## src/rtl/if_fetch_unit.sv

```systemverilog
// Fetch stage: owns the PC, issues in-order imem requests and buffers {pc, instr} for ID.
// Optional IF_MISALIGN_CHECK_EN turns a misaligned redirect target into a held fault entry.
`ifndef NEW_PC
`define NEW_PC 1'b1
`endif
`ifndef PC_PLUS4
`define PC_PLUS4 1'b0
`endif

module if_fetch_unit #(
    parameter logic [31:0] RESET_PC   = 32'h0000_0000,
    parameter int          FIFO_DEPTH = 2
) (
    input  logic        clk,
    input  logic        rst,
    input  logic        pc_src,
    input  logic [31:0] new_pc,
    input  logic        stall,
    output logic        imem_req_valid,
    input  logic        imem_req_ready,
    output logic [31:0] imem_req_addr,
    input  logic        imem_rsp_valid,
    input  logic [31:0] imem_rsp_data,
    output logic        if_valid,
    input  logic        if_ready,
    output logic [31:0] if_pc,
    output logic [31:0] if_instr,
    output logic        if_misalign
);
    localparam int AW = (FIFO_DEPTH > 1) ? $clog2(FIFO_DEPTH) : 1;
    localparam int CW = AW + 1;
    localparam int DW = 8;
    localparam logic [CW:0] DEPTH_W   = (CW + 1)'(FIFO_DEPTH);
    localparam logic [31:0] NOP_INSTR = 32'h0000_0013;

    logic [31:0]   pc;
    logic [CW-1:0] fifo_count;
    logic [CW-1:0] inflight;
    logic [DW-1:0] drop;
    logic [AW-1:0] wr_ptr;
    logic [AW-1:0] rd_ptr;
    logic [AW-1:0] pcq_wr;
    logic [AW-1:0] pcq_rd;
    logic [31:0]   fifo_pc  [FIFO_DEPTH];
    logic [31:0]   fifo_ins [FIFO_DEPTH];
    logic [31:0]   pcq_mem  [FIFO_DEPTH];

    logic          redirect;
    logic          has_credit;
    logic          accept;
    logic          rsp_drop;
    logic          push;
    logic          pop;
    logic          fault_hold;
    logic          bad_target;
    logic [31:0]   target_pc;

`ifdef IF_MISALIGN_CHECK_EN
    logic fifo_mis [FIFO_DEPTH];
    logic fault_q;

    assign bad_target = (new_pc[1:0] != 2'b00);
    assign target_pc  = new_pc;
    assign fault_hold = fault_q;

    always_ff @(posedge clk or posedge rst) begin
        if (rst) begin
            fault_q <= 1'b0;
        end else if (redirect) begin
            fault_q <= bad_target;
        end
    end

    always_ff @(posedge clk) begin
        if (redirect && bad_target) begin
            fifo_mis[0] <= 1'b1;
        end else if (push) begin
            fifo_mis[wr_ptr] <= 1'b0;
        end
    end

    assign if_misalign = if_valid && fifo_mis[rd_ptr];
`else
    assign bad_target  = 1'b0;
    assign target_pc   = {new_pc[31:2], 2'b00};
    assign fault_hold  = 1'b0;
    assign if_misalign = 1'b0;
`endif

    // Credit counts buffered plus in-flight entries; responses being dropped hold no slot.
    assign redirect   = (pc_src == `NEW_PC);
    assign has_credit = ({1'b0, fifo_count} + {1'b0, inflight}) < DEPTH_W;
    assign imem_req_valid = !rst && !stall && has_credit && !redirect && !fault_hold;
    assign imem_req_addr  = pc;
    assign accept   = imem_req_valid && imem_req_ready;
    assign rsp_drop = (drop != '0);
    assign push     = imem_rsp_valid && !rsp_drop && !redirect;
    assign pop      = if_valid && if_ready && !stall && !redirect;

    assign if_valid = (fifo_count != '0);
    assign if_pc    = if_valid ? fifo_pc[rd_ptr]  : 32'h0;
    assign if_instr = if_valid ? fifo_ins[rd_ptr] : 32'h0;

    always_ff @(posedge clk or posedge rst) begin
        if (rst) begin
            pc         <= RESET_PC;
            fifo_count <= '0;
            inflight   <= '0;
            drop       <= '0;
            wr_ptr     <= '0;
            rd_ptr     <= '0;
            pcq_wr     <= '0;
            pcq_rd     <= '0;
        end else if (redirect) begin
            // Everything still outstanding, plus a response landing now, is wrong-path.
            pc       <= target_pc;
            drop     <= drop + DW'(inflight) + DW'(accept) - DW'(imem_rsp_valid);
            inflight <= '0;
            pcq_wr   <= '0;
            pcq_rd   <= '0;
            rd_ptr   <= '0;
            if (bad_target) begin
                fifo_count <= CW'(1);
                wr_ptr     <= AW'(1);
            end else begin
                fifo_count <= '0;
                wr_ptr     <= '0;
            end
        end else begin
            if (accept) begin
                pc     <= pc + 32'd4;
                pcq_wr <= pcq_wr + AW'(1);
            end
            if (push) begin
                pcq_rd <= pcq_rd + AW'(1);
                wr_ptr <= wr_ptr + AW'(1);
            end
            if (pop) begin
                rd_ptr <= rd_ptr + AW'(1);
            end
            if (imem_rsp_valid && rsp_drop) begin
                drop <= drop - DW'(1);
            end
            inflight   <= inflight + CW'(accept) - CW'(push);
            fifo_count <= fifo_count + CW'(push) - CW'(pop);
        end
    end

    always_ff @(posedge clk) begin
        if (accept) begin
            pcq_mem[pcq_wr] <= pc;
        end
        if (redirect && bad_target) begin
            fifo_pc[0]  <= new_pc;
            fifo_ins[0] <= NOP_INSTR;
        end else if (push) begin
            fifo_pc[wr_ptr]  <= pcq_mem[pcq_rd];
            fifo_ins[wr_ptr] <= imem_rsp_data;
        end
    end

endmodule

```

## config.mk

```make
export PLATFORM = sky130hd
export DESIGN_NAME = if_fetch_unit
export DESIGN_NICKNAME = d
export VERILOG_FILES = /design/src/rtl/if_fetch_unit.sv
export SDC_FILE = /design/constraint.sdc
export NUM_CORES = 1
export LEC_CHECK = 0
export CAP_MARGIN = 20
export CORE_MARGIN = 2
export CORE_UTILIZATION = 53
export DETAILED_ROUTE_END_ITERATION = 8
export GPL_TIMING_DRIVEN = 0
export PLACE_DENSITY = 0.9
export SETUP_SLACK_MARGIN = 0.4
export SYNTH_ARGS = -nofsm -noshare
export SYNTH_HDL_FRONTEND = slang
export SYNTH_SLANG_ARGS = --single-unit
```

## constraint.sdc

```tcl
create_clock -name clk -period 8.2 [get_ports clk]
set_input_delay 1.64 -clock clk [delete_from_list [all_inputs] [get_ports clk]]
set_output_delay 1.64 -clock clk [all_outputs]
set_load 0.01 [all_outputs]
```

==> impl_metrics.json <==
{
  "grt_setup_unrepaired": "no",
  "relSlewSlack_pct": 32.7,
  "tritoncts": "built",
  "cts_buffers": 24,
  "cell_internal_pwr_mw": 2.17,
  "p_per_area_nw_per_um2": 223,
  "worstSetupStartpointType": "input port",
  "synthesis.instances": 731,
  "slew_violations": 0,
  "max_h_tree_level": 1,
  "via_count_of_the_first_global_routing_pass": 6870,
  "detailed_place.area_sq_um": 12100,
  "detailedRoute.firstPassIterationCount": 5,
  "post_synth_instance_area_sq_um": 10000,
  "postRouteAntennaNets": 0,
  "flow.area_growth_from_synthesis_pct": 28.7,
  "postLayoutCellArea_sq_um": 12900,
  "power.clock.fraction_pct": 37.9,
  "run_status": "completed",
  "layout_min_cycle_time_ns": 5.30,
  "utilization_pct": 69.1,
  "drt_drc_violations_left": 0,
  "synth_enable_flop_cells": 184,
  "dieHeight_um": 141,
  "yosys.cell_count.top_type": "edfxtp_1",
  "number_of_warnings_reported_in_the_yosys_synthesis_log": 0,
  "crit-reg2reg-launch": "inflight[0]",
  "sw_frac_of_total_pct": 24.3,
  "postCtsSetupBuffers": 0,
  "grt_max_degree": 63,
  "seq_power_share_pct": 47.2,
  "synth-seq-area-share_pct": 66.7,
  "fp.coreArea_sq_um": 18600,
  "postRouteWirelength_um": 23300,
  "row_count": 50,
  "die-area_sq_um": 20000,
  "hpwl_um": 16200,
  "part_of_the_cycle_the_worst_path_needs_pct": 64.6,
  "max-vdd-ir-drop_v": 0.000169,
  "grt.total_usage_pct": 22.8,
  "worst_ep_required_ns": 6.56,
  "criticalPathCategory": "input port to output port",
  "fin_worst_skew_ns": 0.0100,
  "synthTopCellsByArea": "edfxtp_1 (55%), dfrtp_1 (12%), mux2i_1 (7.1%)",
  "grt_remaining_overflow": 0,
  "clk_latency_ns": 0.50,
  "design.final.nets": 1024,
  "numClockSinks": 230,
  "min_path_type": "flip-flop to flip-flop",
  "cts_resized": 0,
  "drive_gt1_share_pct": 10.7,
  "worstHoldStart": "pcq_wr",
  "fill_cells": 1223,
  "cellLeakagePower_nw": 4.57,
  "combPwrFrac_pct": 14.9,
  "boundaryPins": 170,
  "yosys.area.top_type_share_pct": 55.2,
  "cp_max_fo": 10,
  "endpoint_kind": "output port",
  "fmaxAchievable_mhz": 189,
  "number_of_inserted_diodes": 0,
  "ys_async_sr_fraction_pct": 20.0,
  "grt_first_pass_wirelength_um": 35800,
  "critical_path_arrival_ns": 3.66,
  "worstSetupStartpoint": "pc_src",
  "finalSetupViolations": 0,
  "initial_utilization_pct": 53.7,
  "syn-mean-instance-area_sq_um": 13.7,
  "synth_cell_type_count": 54,
  "cts_hold_repair.buffers": 0,
  "via_count": 6692,
  "die_width_um": 141,
  "cts_buffer_depth": 3,
  "final_number_of_hold_violating_endpoints": 0,
  "place_congestion": 0.863,
  "clk_transition_reported_paths_ns": 0.06,
  "route.detailed.wl_per_inst_um": 19.7,
  "place.port_buffers": 162,
  "synth.largest_area_cell": "edfxtp_1",
  "switching_power_mw": 0.698,
  "routed_via_density": 5.66,
  "ffs_latches_synth": 230,
  "yosys-top-cells-count": "edfxtp_1 (184), nor2_1 (91), mux2i_1 (71)",
  "initialDrtViolationCount": 449,
  "antenna_found_initial": 0,
  "cap_viol_max_count": 0,
  "synth-main-ff-cell": "edfxtp_1",
  "timing_worst_slew_pin_value_ns": 1.00,
  "cts.root.buffer_cell": "clkbuf_16"
}
==> layout make-up <==
type	instances	area (sq um)	area share (%)
clock inverters	11	123	0.952
plain buffers	35	159	1.23
repair buffers	170	1730	13.4
well taps	234	293	2.27
clock buffers	33	694	5.39
inverters	32	120	0.933
flip-flops and latches	230	6680	51.9
multi-input cells	438	3080	23.9
==> worst max-delay path, cell delays in order <==
cell and delay [ns]:
clkdlybuf4s50_1 0.47, clkbuf_1 0.31, or4_1 0.59, nor2_1 0.10, clkdlybuf4s50_1 0.54
==> power groups by stage <==
stage / Sequential (mW) / Clock (mW) / Combinational, mW
after global routing: 1.36 / 1.15 / 0.478
after global placement: 1.37 / 0 / 0.397
after floorplan: 1.37 / 0 / 0.275
after detailed placement: 1.38 / 0 / 0.417
final: 1.36 / 1.09 / 0.427
after CTS: 1.35 / 1.10 / 0.423
==> flip-flops by register name (all words and copies together), names as in the netlist <==
signal,cells
fifo_count,2
pcq_mem,60
drop,8
fifo_pc,60
inflight,2
imem_req_addr,30
pcq_rd,1
rd_ptr,1
wr_ptr,1
pcq_wr,1
fifo_ins,64
==> through the flow <==
step / power (mW) / worst slack [ns] / TNS, ns / std cells / hold slack, ns
after global placement: 1.77 / -1.91 / -117.90 / 1131 / 0.473
after CTS: 2.88 / 2.90 / 0 / 1182 / 0.559
after floorplan: 1.64 / 1.34 / 0 / 735 / 0.464
after global routing: 2.98 / 2.82 / 0 / 1183 / 0.580
after detailed placement: 1.80 / 2.92 / 0 / 1138 / 0.544
final: 2.87 / 2.90 / 0 / 1183 / 0.557
==> routing by layer <==
metal	up-vias	wire length (um)	part of all wire, %	GRT usage, %
li1	3076	-	-	-
met1	3304	9310	40	28.1
met2	264	11800	51	41.0
met3	48	1590	6.8	4.12
met4	0	567	2.4	7.11
met5	-	0	0	0
==> path summary, 6_finish.rpt <==
check                      slack [ns]        endpoint  cells past startpoint
min                              0.56          pcq_wr                      1
max reg2reg                      4.03         drop[6]                     14
min reg2reg                      0.56          pcq_wr                      1
max in group asynchronous        6.35          rd_ptr                      3
max                              2.90  imem_req_valid                      5
min in group asynchronous        1.39         drop[2]                      2
==> cells in the final DEF (no fill, tap or decap), types with 19 or more instances in the layout <==
cell type and n:
clkbuf_1 19, clkbuf_16 24, clkdlybuf4s50_1 162, dfrtp_1 46, edfxtp_1 184, ha_1 19
inv_1 31, mux2_2 30, mux2i_1 71, nand2_1 42, nand3_1 24, nor2_1 90
o21ai_0 20
==> logic make-up (layout without fill, tap and decap cells) <==
| group | Yosys count | in the layout | share of synthesized area, % |
|---|---|---|---|
| xor gates and xnor gates | 16 | 16 | 1.40 |
| adders and majority gates | 22 | 22 | 2.98 |
| muxes | 101 | 101 | 10.5 |
| AOI/OAI and AO/OA | 72 | 72 | 4.69 |
| DFF | 230 | 230 | 66.7 |
| other | 1 | 5 | 0.0375 |
| and+or+nand+nor | 222 | 222 | 10.9 |
| buffers and inverters | 67 | 281 | 2.79 |
Note: power is estimated with default switching activity, not from simulation.
